--- src/rtl/clock_display.sv ---
// Purpose: multiplexed 8-digit 7-segment driver showing HH-MM-SS with adjust-field blink and chime LED.
// Latency: an/seg/led are registered, one clk after the digit index or blink phase changes.
// Backpressure: none; free-running scan, time inputs are sampled once per frame.
// Ports: clk/rst (async, active-high); hours/minutes/seconds binary time; adj_mode field select
//        (0/3 normal, 1 hours, 2 minutes); chime level; an active-low digit enables (bit i = digit i);
//        seg active-low segments {dp,g..a}; led chime indicator, active-high.
module clock_display #(
    parameter int SCAN_DIV  = 2500,
    parameter int BLINK_DIV = 250000
) (
    input  logic       clk,
    input  logic       rst,
    input  logic [7:0] hours,
    input  logic [7:0] minutes,
    input  logic [7:0] seconds,
    input  logic [1:0] adj_mode,
    input  logic       chime,
    output logic [7:0] an,
    output logic [7:0] seg,
    output logic       led
);

    localparam int SW = (SCAN_DIV  > 2) ? $clog2(SCAN_DIV)  : 1;
    localparam int BW = (BLINK_DIV > 2) ? $clog2(BLINK_DIV) : 1;

    localparam logic [SW-1:0] SCAN_LAST  = SW'(SCAN_DIV - 1);
    localparam logic [SW-1:0] SCAN_ONE   = SW'(1);
    localparam logic [BW-1:0] BLINK_LAST = BW'(BLINK_DIV - 1);
    localparam logic [BW-1:0] BLINK_ONE  = BW'(1);

    // Internal digit symbols: 0..9 are decimal digits, the rest are glyphs.
    localparam logic [3:0] DIG_DASH  = 4'hA;
    localparam logic [3:0] DIG_E     = 4'hE;
    localparam logic [3:0] DIG_BLANK = 4'hF;

    logic [SW-1:0] scan_cnt;
    logic [2:0]    idx;
    logic [7:0]    hr_q;
    logic [7:0]    min_q;
    logic [7:0]    sec_q;
    logic [BW-1:0] blink_cnt;
    logic          blink_phase;
    logic [1:0]    adj_prev;

    logic          scan_wrap;
    logic          frame_wrap;
    logic          blank_hr;
    logic          blank_min;
    logic [3:0]    digit;
    logic [7:0]    seg_nxt;

    function automatic logic [3:0] tens_of(input logic [7:0] v);
        logic [7:0] q;
        q = v / 8'd10;
        if (v > 8'd99) tens_of = DIG_E;
        else           tens_of = q[3:0];
    endfunction

    function automatic logic [3:0] ones_of(input logic [7:0] v);
        logic [7:0] r;
        r = v % 8'd10;
        if (v > 8'd99) ones_of = DIG_E;
        else           ones_of = r[3:0];
    endfunction

    function automatic logic [7:0] seg_of(input logic [3:0] d);
        case (d)
            4'd0:    seg_of = 8'hC0;
            4'd1:    seg_of = 8'hF9;
            4'd2:    seg_of = 8'hA4;
            4'd3:    seg_of = 8'hB0;
            4'd4:    seg_of = 8'h99;
            4'd5:    seg_of = 8'h92;
            4'd6:    seg_of = 8'h82;
            4'd7:    seg_of = 8'hF8;
            4'd8:    seg_of = 8'h80;
            4'd9:    seg_of = 8'h90;
            DIG_DASH: seg_of = 8'hBF;
            DIG_E:   seg_of = 8'h86;
            default: seg_of = 8'hFF;
        endcase
    endfunction

    assign scan_wrap  = (scan_cnt == SCAN_LAST);
    assign frame_wrap = scan_wrap && (idx == 3'd7);

    // Scan prescaler, digit index, and once-per-frame snapshot so a frame never mixes two times.
    always_ff @(posedge clk or posedge rst) begin
        if (rst) begin
            scan_cnt <= '0;
            idx      <= 3'd0;
            hr_q     <= 8'd0;
            min_q    <= 8'd0;
            sec_q    <= 8'd0;
        end else begin
            if (scan_wrap) begin
                scan_cnt <= '0;
                idx      <= idx + 3'd1;
            end else begin
                scan_cnt <= scan_cnt + SCAN_ONE;
            end
            if (frame_wrap) begin
                hr_q  <= hours;
                min_q <= minutes;
                sec_q <= seconds;
            end
        end
    end

    // Blink timebase; restarts in the visible phase whenever the adjust field changes.
    always_ff @(posedge clk or posedge rst) begin
        if (rst) begin
            blink_cnt   <= '0;
            blink_phase <= 1'b0;
            adj_prev    <= 2'd0;
        end else begin
            adj_prev <= adj_mode;
            if (adj_mode != adj_prev) begin
                blink_cnt   <= '0;
                blink_phase <= 1'b0;
            end else if (blink_cnt == BLINK_LAST) begin
                blink_cnt   <= '0;
                blink_phase <= ~blink_phase;
            end else begin
                blink_cnt <= blink_cnt + BLINK_ONE;
            end
        end
    end

    assign blank_hr  = (adj_mode == 2'd1) && blink_phase;
    assign blank_min = (adj_mode == 2'd2) && blink_phase;

    always_comb begin
        digit = DIG_BLANK;
        case (idx)
            3'd0: digit = ones_of(sec_q);
            3'd1: digit = tens_of(sec_q);
            3'd2: digit = DIG_DASH;
            3'd3: digit = blank_min ? DIG_BLANK : ones_of(min_q);
            3'd4: digit = blank_min ? DIG_BLANK : tens_of(min_q);
            3'd5: digit = DIG_DASH;
            3'd6: digit = blank_hr ? DIG_BLANK : ones_of(hr_q);
            3'd7: digit = blank_hr ? DIG_BLANK : tens_of(hr_q);
            default: digit = DIG_BLANK;
        endcase
        seg_nxt = seg_of(digit);
    end

    // Blanked digits keep their enable asserted; only the segments go dark.
    always_ff @(posedge clk or posedge rst) begin
        if (rst) begin
            an  <= 8'hFF;
            seg <= 8'hFF;
            led <= 1'b0;
        end else begin
            an  <= ~(8'd1 << idx);
            seg <= seg_nxt;
            led <= chime & ~blink_phase;
        end
    end

endmodule

--- config.mk ---
export PLATFORM = sky130hd
export DESIGN_NAME = clock_display
export DESIGN_NICKNAME = d
export VERILOG_FILES = /design/src/rtl/clock_display.sv
export SDC_FILE = /design/constraint.sdc
export NUM_CORES = 1
export LEC_CHECK = 0
export CORE_MARGIN = 5
export CORE_UTILIZATION = 55
export DETAILED_ROUTE_END_ITERATION = 8
export HOLD_SLACK_MARGIN = 0.05
export PLACE_DENSITY = 0.76
export SETUP_SLACK_MARGIN = 0.2
export SLEW_MARGIN = 20
export SYNTH_ARGS = -nofsm -noshare
export SYNTH_HDL_FRONTEND = slang
export SYNTH_SLANG_ARGS = --single-unit
--- constraint.sdc ---
create_clock -name clk -period 3.8 [get_ports clk]
set_input_delay 0.76 -clock clk [delete_from_list [all_inputs] [get_ports clk]]
set_output_delay 0.76 -clock clk [all_outputs]
set_load 0.1 [all_outputs]
==> run_results.csv, run 1 <==
group,metric,value,unit
power,ir_drop,199,uV
place,post-dp-hpwl,8830,um
route,antenna_left,0,
synthesis,postSynth.asyncResetShare,1.00,
finish,mostFrequentLayoutCell,"dfrtp_1",
timing,slew_headroom,0.346,
power,power_leakage,2.44,nW
synthesis,yosysTopAreaCell,"dfrtp_1",
synthesis,synth.area.top_cells,"dfrtp_1 28%, dfstp_2 7.2%, mux2_2 5.5%",
timing,max_clock_freq,0.293,GHz
route,drc,0,
worst_setup_path,setup.worst_path.end_class,"register",
clocking,clock_latency,360,ps
finish,syn2layout_area_growth,12.7,%
min_path,hold_depth,1,
finish,ff_latch_area,1930,um^2
route,routed_wl,12100,um
power,powerDensity,324,nW/um^2
route,vias,4475,
synthesis,syn_nets,626,
worst_setup_path,ff2ff_path_depth,13,
route,drtPass1Iterations,4,
global_route,grt_use_met3,0.0274,
finish,layout-drive-gt1-share,0.182,
worst_setup_path,r2r-end,"seg[0]",
global_route,grt_pass1_wl,20200,um
timing,hold_viol,0,
timing,min_period,3410,ps
timing,hold_ws,453,ps
global_route,grt_max_degree,40,
route,drtIter0Drc,367,
route,routed_via_density,5.98,
clocking,h-tree-depth,3,
worst_setup_path,r2r-start,"idx[2]",
finish,final_net_count,654,
synthesis,synth_edf_count,0,
min_path,hold_path.class,"register to register",
run_status,status,"finished clean",
timing,tightestPinTransition,977,ps
worst_setup_path,crit_type,"register to register",
finish,fillers,814,
clocking,hold_buffers,0,
finish,antenna_cells,0,
job,max_cap_violations,0,
finish,multi_input_area,3250,um^2
synthesis,yosys_warnings,0,
global_route,grt_overflow_total,0,
clocking,clkTransAtPathRegs,80,ps
floorplan,dieWidth,110,um
global_route,track_usage,0.208,
timing,finClkSkew,14.0,ps
global_route,antenna_found_initial,0,
synthesis,yosysSeqAreaShare,0.349,
floorplan,core-area,9770,um^2
synthesis,synth_cell_types,89,
floorplan,die_h,110,um
global_route,gr-usage-met1,0.279,
place,routabilityCongestion,0.924,
timing,rsz0062_at_grt,"false",
worst_setup_path,crit_fanout,8,
timing,setup_viol,0,
global_route,grt_pass1_vias,4326,
worst_setup_path,arrival,3700,ps
worst_setup_path,regToRegSetupSlack,390,ps
finish,fin_cells,748,
floorplan,die_area,12100,um^2
synthesis,yosys.area.top_type_share,0.278,
finish,mostFrequentLayoutCells,"54 x dfrtp_1, 44 x clkdlybuf4s50_1, 41 x nor2_1",
global_route,grtUsageMet2,0.349,
clocking,clock-sinks,76,
synthesis,postSynthAreaPerCell,9.44,um^2
synthesis,syn_area,5500,um^2
place,portBuffers,44,
worst_setup_path,critPathLaunchType,"register",
timing,maxSlewViolCount,0,
synthesis,ys_ff_latch,76,
timing,fin_tns_setup,0,ps
clocking,cts_tree,"done",
synthesis,synthFlopType,"dfrtp_1",
synthesis,syn_inst,582,
clocking,cts_max_path_buffers,2,
min_path,hp-start,"blink_cnt[0]",
timing,finalCritPeriodShare,0.898,
min_path,min_to,"blink_cnt[0]",
route,wl_per_cell,16.1,um
floorplan,num_io_pins,46,
worst_setup_path,crit_required,4090,ps
floorplan,fp-row-count,36,
clocking,cts_buffers,9,
floorplan,start_util,0.562,
place,dp_cells,732,
clocking,cts_root_buffer,"clkbuf_8",
global_route,busiest_layer,"met2",
power by group:
part	switching (mW)	internal (mW)	total (mW)
registers	0.0445	0.850	0.895
clock network	0.344	0.267	0.611
logic	0.310	0.189	0.499
logic make-up after synthesis:
family | synth area share
adders and majority gates | 0.0378
xor gates and xnor gates | 0.0651
AOI/OAI and AO/OA | 0.190
other | 0.000682
DFF | 0.349
muxes | 0.0740
and+or+nand+nor | 0.221
buffers and inverters | 0.0628
flip-flops by register name, indices dropped and copies added (netlist names):
| register | flops |
|---|---|
| min_q | 8 |
| hr_q | 8 |
| blink_phase | 1 |
| idx | 3 |
| sec_q | 8 |
| led | 1 |
| scan_cnt | 12 |
| seg | 7 |
| blink_cnt | 18 |
| an | 8 |
| adj_prev | 2 |
synthesized netlist by cell type (6+ instances only):
cell and count:
a211oi_1 6, a21oi_1 18, a31oi_1 6, and3_1 13, buf_2 18, buf_6 7
clkbuf_1 10, dfrtp_1 61, dfstp_2 15, ha_1 15, inv_1 25, mux2_2 27
mux2i_1 8, nand2_1 34, nand2b_1 10, nand3_1 20, nand4_1 6, nor2_1 41
nor2b_1 15, nor3_1 12, nor3b_1 9, nor4b_1 7, o21ai_0 28, o21ai_1 7
or3_1 6, xnor2_1 27, xor2_1 12
routing by layer:
layer  up-vias  part of all wire
met1      2168              0.45
li1       2172                 -
met4         0             0.017
met5         -                 0
met3        19             0.043
met2       116              0.49
metrics by stage:
step | setup WS (ps) | total power [mW] | util | area (um^2)
5_1_grt | 202 | 2.10 | 0.634 | 6200
3_5_place_dp | 232 | 1.40 | 0.611 | 5980
3_3_place_gp | 335 | 1.39 | 0.611 | 5980
2_1_floorplan | 713 | 1.29 | - | 5500
6_report | 388 | 2.00 | 0.634 | 6200
4_1_cts | 258 | 2.01 | 0.631 | 6170
what timing repair did:
| action | 4_1_cts | 5_1_grt |
|---|---|---|
| gates resized for setup | 0 | 10 |
| setup endpoints to repair | 0 | 5 |
| setup buffers | 0 | 0 |
critical path, stage by stage (launching register included):
cell      delay (ps)
dfrtp_1          490
inv_1            240
ha_1             300
nor4_1           120
and3_1           250
a222oi_1         350
o21ai_0          150
a41oi_1          180
o211ai_1         200
inv_1            160
ha_1             280
inv_1             80
mux2_1           280
mux2_2           260
cell type report:
class | count | share of cell area
Inverter | 27 | 0.0164
Timing Repair Buffer | 58 | 0.0900
Clock buffer | 10 | 0.0222
Clock inverter | 6 | 0.00868
Multi-Input combinational cell | 438 | 0.525
Sequential cell | 76 | 0.311
Tap cell | 133 | 0.0269
how the worst max path moves through the flow:
stage,start,end
6_report,idx[2],seg[0]
4_1_cts,sec_q[6],seg[0]
5_1_grt,idx[2],seg[0]
3_5_place_dp,adj_mode[0],seg[0]
2_1_floorplan,min_q[6],seg[0]
3_3_place_gp,adj_mode[0],seg[0]
Note: power is estimated with default switching activity, not from simulation.
==> run 2: changes to the inputs <==
--- a/config.mk
+++ b/config.mk
@@ -6,12 +6,10 @@
 export NUM_CORES = 1
 export LEC_CHECK = 0
 export CORE_MARGIN = 5
-export CORE_UTILIZATION = 55
+export CORE_UTILIZATION = 30
 export DETAILED_ROUTE_END_ITERATION = 8
 export HOLD_SLACK_MARGIN = 0.05
-export PLACE_DENSITY = 0.76
 export SETUP_SLACK_MARGIN = 0.2
-export SLEW_MARGIN = 20
 export SYNTH_ARGS = -nofsm -noshare
 export SYNTH_HDL_FRONTEND = slang
 export SYNTH_SLANG_ARGS = --single-unit
==> run_results.csv, run 2 (same netlist as run 1, synthesis figures left out) <==
group,metric,value,unit
power,power_leakage,2.51,nW
clocking,hold_buffers,0,
worst_setup_path,arrival,3700,ps
worst_setup_path,crit_fanout,10,
timing,rsz0062_at_grt,"true",
route,drtPass1Iterations,4,
timing,min_period,3430,ps
finish,syn2layout_area_growth,17.5,%
min_path,hp-start,"blink_cnt[0]",
finish,final_net_count,655,
route,routed_via_density,5.25,
global_route,grt_max_degree,68,
worst_setup_path,crit_required,4060,ps
job,max_cap_violations,0,
worst_setup_path,slowest_stage,"dfrtp_1",
finish,mostFrequentLayoutCells,"57 x dfrtp_1, 44 x clkdlybuf4s50_1, 41 x nor2_1",
timing,setup_viol,0,
clocking,cts_buffers,9,
floorplan,die_h,145,um
power,ir_drop,241,uV
finish,antenna_cells,0,
worst_setup_path,critPathLaunchType,"register",
floorplan,dieWidth,145,um
finish,largest_reg_flops,18,
global_route,antenna_found_initial,0,
finish,layout-drive-gt1-share,0.182,
clocking,clkTransAtPathRegs,60,ps
floorplan,core-area,18000,um^2
global_route,track_usage,0.122,
floorplan,die_area,21100,um^2
place,portBuffers,44,
floorplan,num_io_pins,46,
worst_setup_path,r2r-end,"seg[0]",
clocking,clock_latency,350,ps
clocking,clock-sinks,76,
min_path,hold_depth,1,
route,drc,0,
route,antenna_left,0,
finish,mostFrequentLayoutCell,"dfrtp_1",
worst_setup_path,regToRegSetupSlack,370,ps
timing,hold_ws,461,ps
worst_setup_path,critPathMaxStageDelay,520,ps
finish,reg.largest.list,"blink_cnt (18), scan_cnt (12)",
timing,fin_tns_setup,0,ps
route,routed_wl,12600,um
timing,slew_headroom,0.342,
global_route,grt_pass1_vias,4411,
finish,utilization,0.358,
timing,finClkSkew,11.2,ps
clocking,cts_tree,"done",
place,post-dp-hpwl,9340,um
finish,regMostFlops,"blink_cnt",
min_path,min_to,"blink_cnt[0]",
worst_setup_path,r2r-start,"min_q[3]",
worst_setup_path,setup.worst_path.end_class,"register",
timing,maxSlewViolCount,0,
route,vias,4439,
route,wl_per_cell,14.9,um
run_status,status,"finished clean",
power,p_total,2.34,mW
global_route,grt_pass1_wl,21700,um
worst_setup_path,cp_cell_sequence,"clkinv_1, xnor2_1, a221o_1, o21a_1, a21boi_0, o21ai_0, o211ai_1, inv_1, ha_1, inv_1, mux2_1, mux2_2",
route,drtIter0Drc,214,
worst_setup_path,ff2ff_path_depth,12,
global_route,grt_overflow_total,0,
worst_setup_path,cpMostUsedCell,"inv_1",
worst_setup_path,crit_type,"register to register",
timing,finalCritPeriodShare,0.904,
clocking,h-tree-depth,3,
power,powerDensity,363,nW/um^2
clocking,cts_root_buffer,"clkbuf_16",
min_path,hold_path.class,"register to register",
floorplan,fp-row-count,49,
timing,tightestPinTransition,985,ps
clocking,cts_max_path_buffers,2,
place,routabilityCongestion,0.851,
floorplan,start_util,0.305,
timing,max_clock_freq,0.291,GHz
timing,hold_viol,0,
-- run 2: changes by cell type in the layout (fill, tap and decap cells not counted), moves of 2 or more --
| cell | previous run | this run |
|---|---|---|
| dfrtp_2 | 7 | 4 |
| bufinv_16 | 0 | 2 |
| clkbuf_8 | 10 | 1 |
| dfrtp_1 | 54 | 57 |
| clkbuf_16 | 0 | 9 |
-- run 2: area by class of cell --
class | count | area [um^2]
clock inverters | 6 | 93.8
repair buffers | 59 | 566
well taps | 229 | 287
fillers | 1819 | 11600
clock buffers | 10 | 239
flip-flops and latches | 76 | 1930
multi-input cells | 438 | 3250
inverters | 27 | 101
-- run 2: per-stage QoR --
step	area, um^2	setup WS, ps	instances
after global routing	6460	134	845
after detailed placement	6100	150	829
after CTS	6440	275	845
after global placement	6100	294	829
after floorplan	5500	713	582
final	6460	366	845
-- run 2: power breakdown --
part / switching [mW] / internal (mW) / total [mW]
combinational: 0.313 / 0.190 / 0.502
clock: 0.348 / 0.598 / 0.947
sequential: 0.0415 / 0.851 / 0.893
total: 0.703 / 1.64 / 2.34
-- run 2: worst max-delay path by stage --
stage / startpoint / end / slack, ps / depth (start not counted)
6_report: min_q[3] / seg[0] / 370 / 12
5_1_grt: sec_q[4] / seg[0] / 130 / 12
4_1_cts: hr_q[5] / seg[0] / 270 / 12
3_5_place_dp: adj_mode[0] / seg[0] / 150 / 12
3_3_place_gp: adj_mode[0] / seg[0] / 290 / 12
2_1_floorplan: min_q[6] / seg[0] / 710 / 13
-- run 2: routing by layer --
metal	vias to the layer above	track usage	wire, um
li1	2162	-	-
met1	2152	0.160	5810
met2	98	0.196	5950
met3	27	0.0296	522
met4	0	0.0420	296
met5	-	0	0
-- run 2: what timing repair did --
action	in CTS	in global routing
gates resized for setup	0	8
buffers inserted	0	0
endpoints found under the setup margin	0	4
-- run 2: worst max-delay path, delay by kind of cell, from the launching register on --
| family | cells | cell delay, ps |
|---|---|---|
| compound gates | 5 | 1120 |
| xor+xnor | 1 | 230 |
| fa+ha+maj | 1 | 300 |
| buf+inv | 3 | 610 |
| flops | 1 | 520 |
| mux | 2 | 570 |
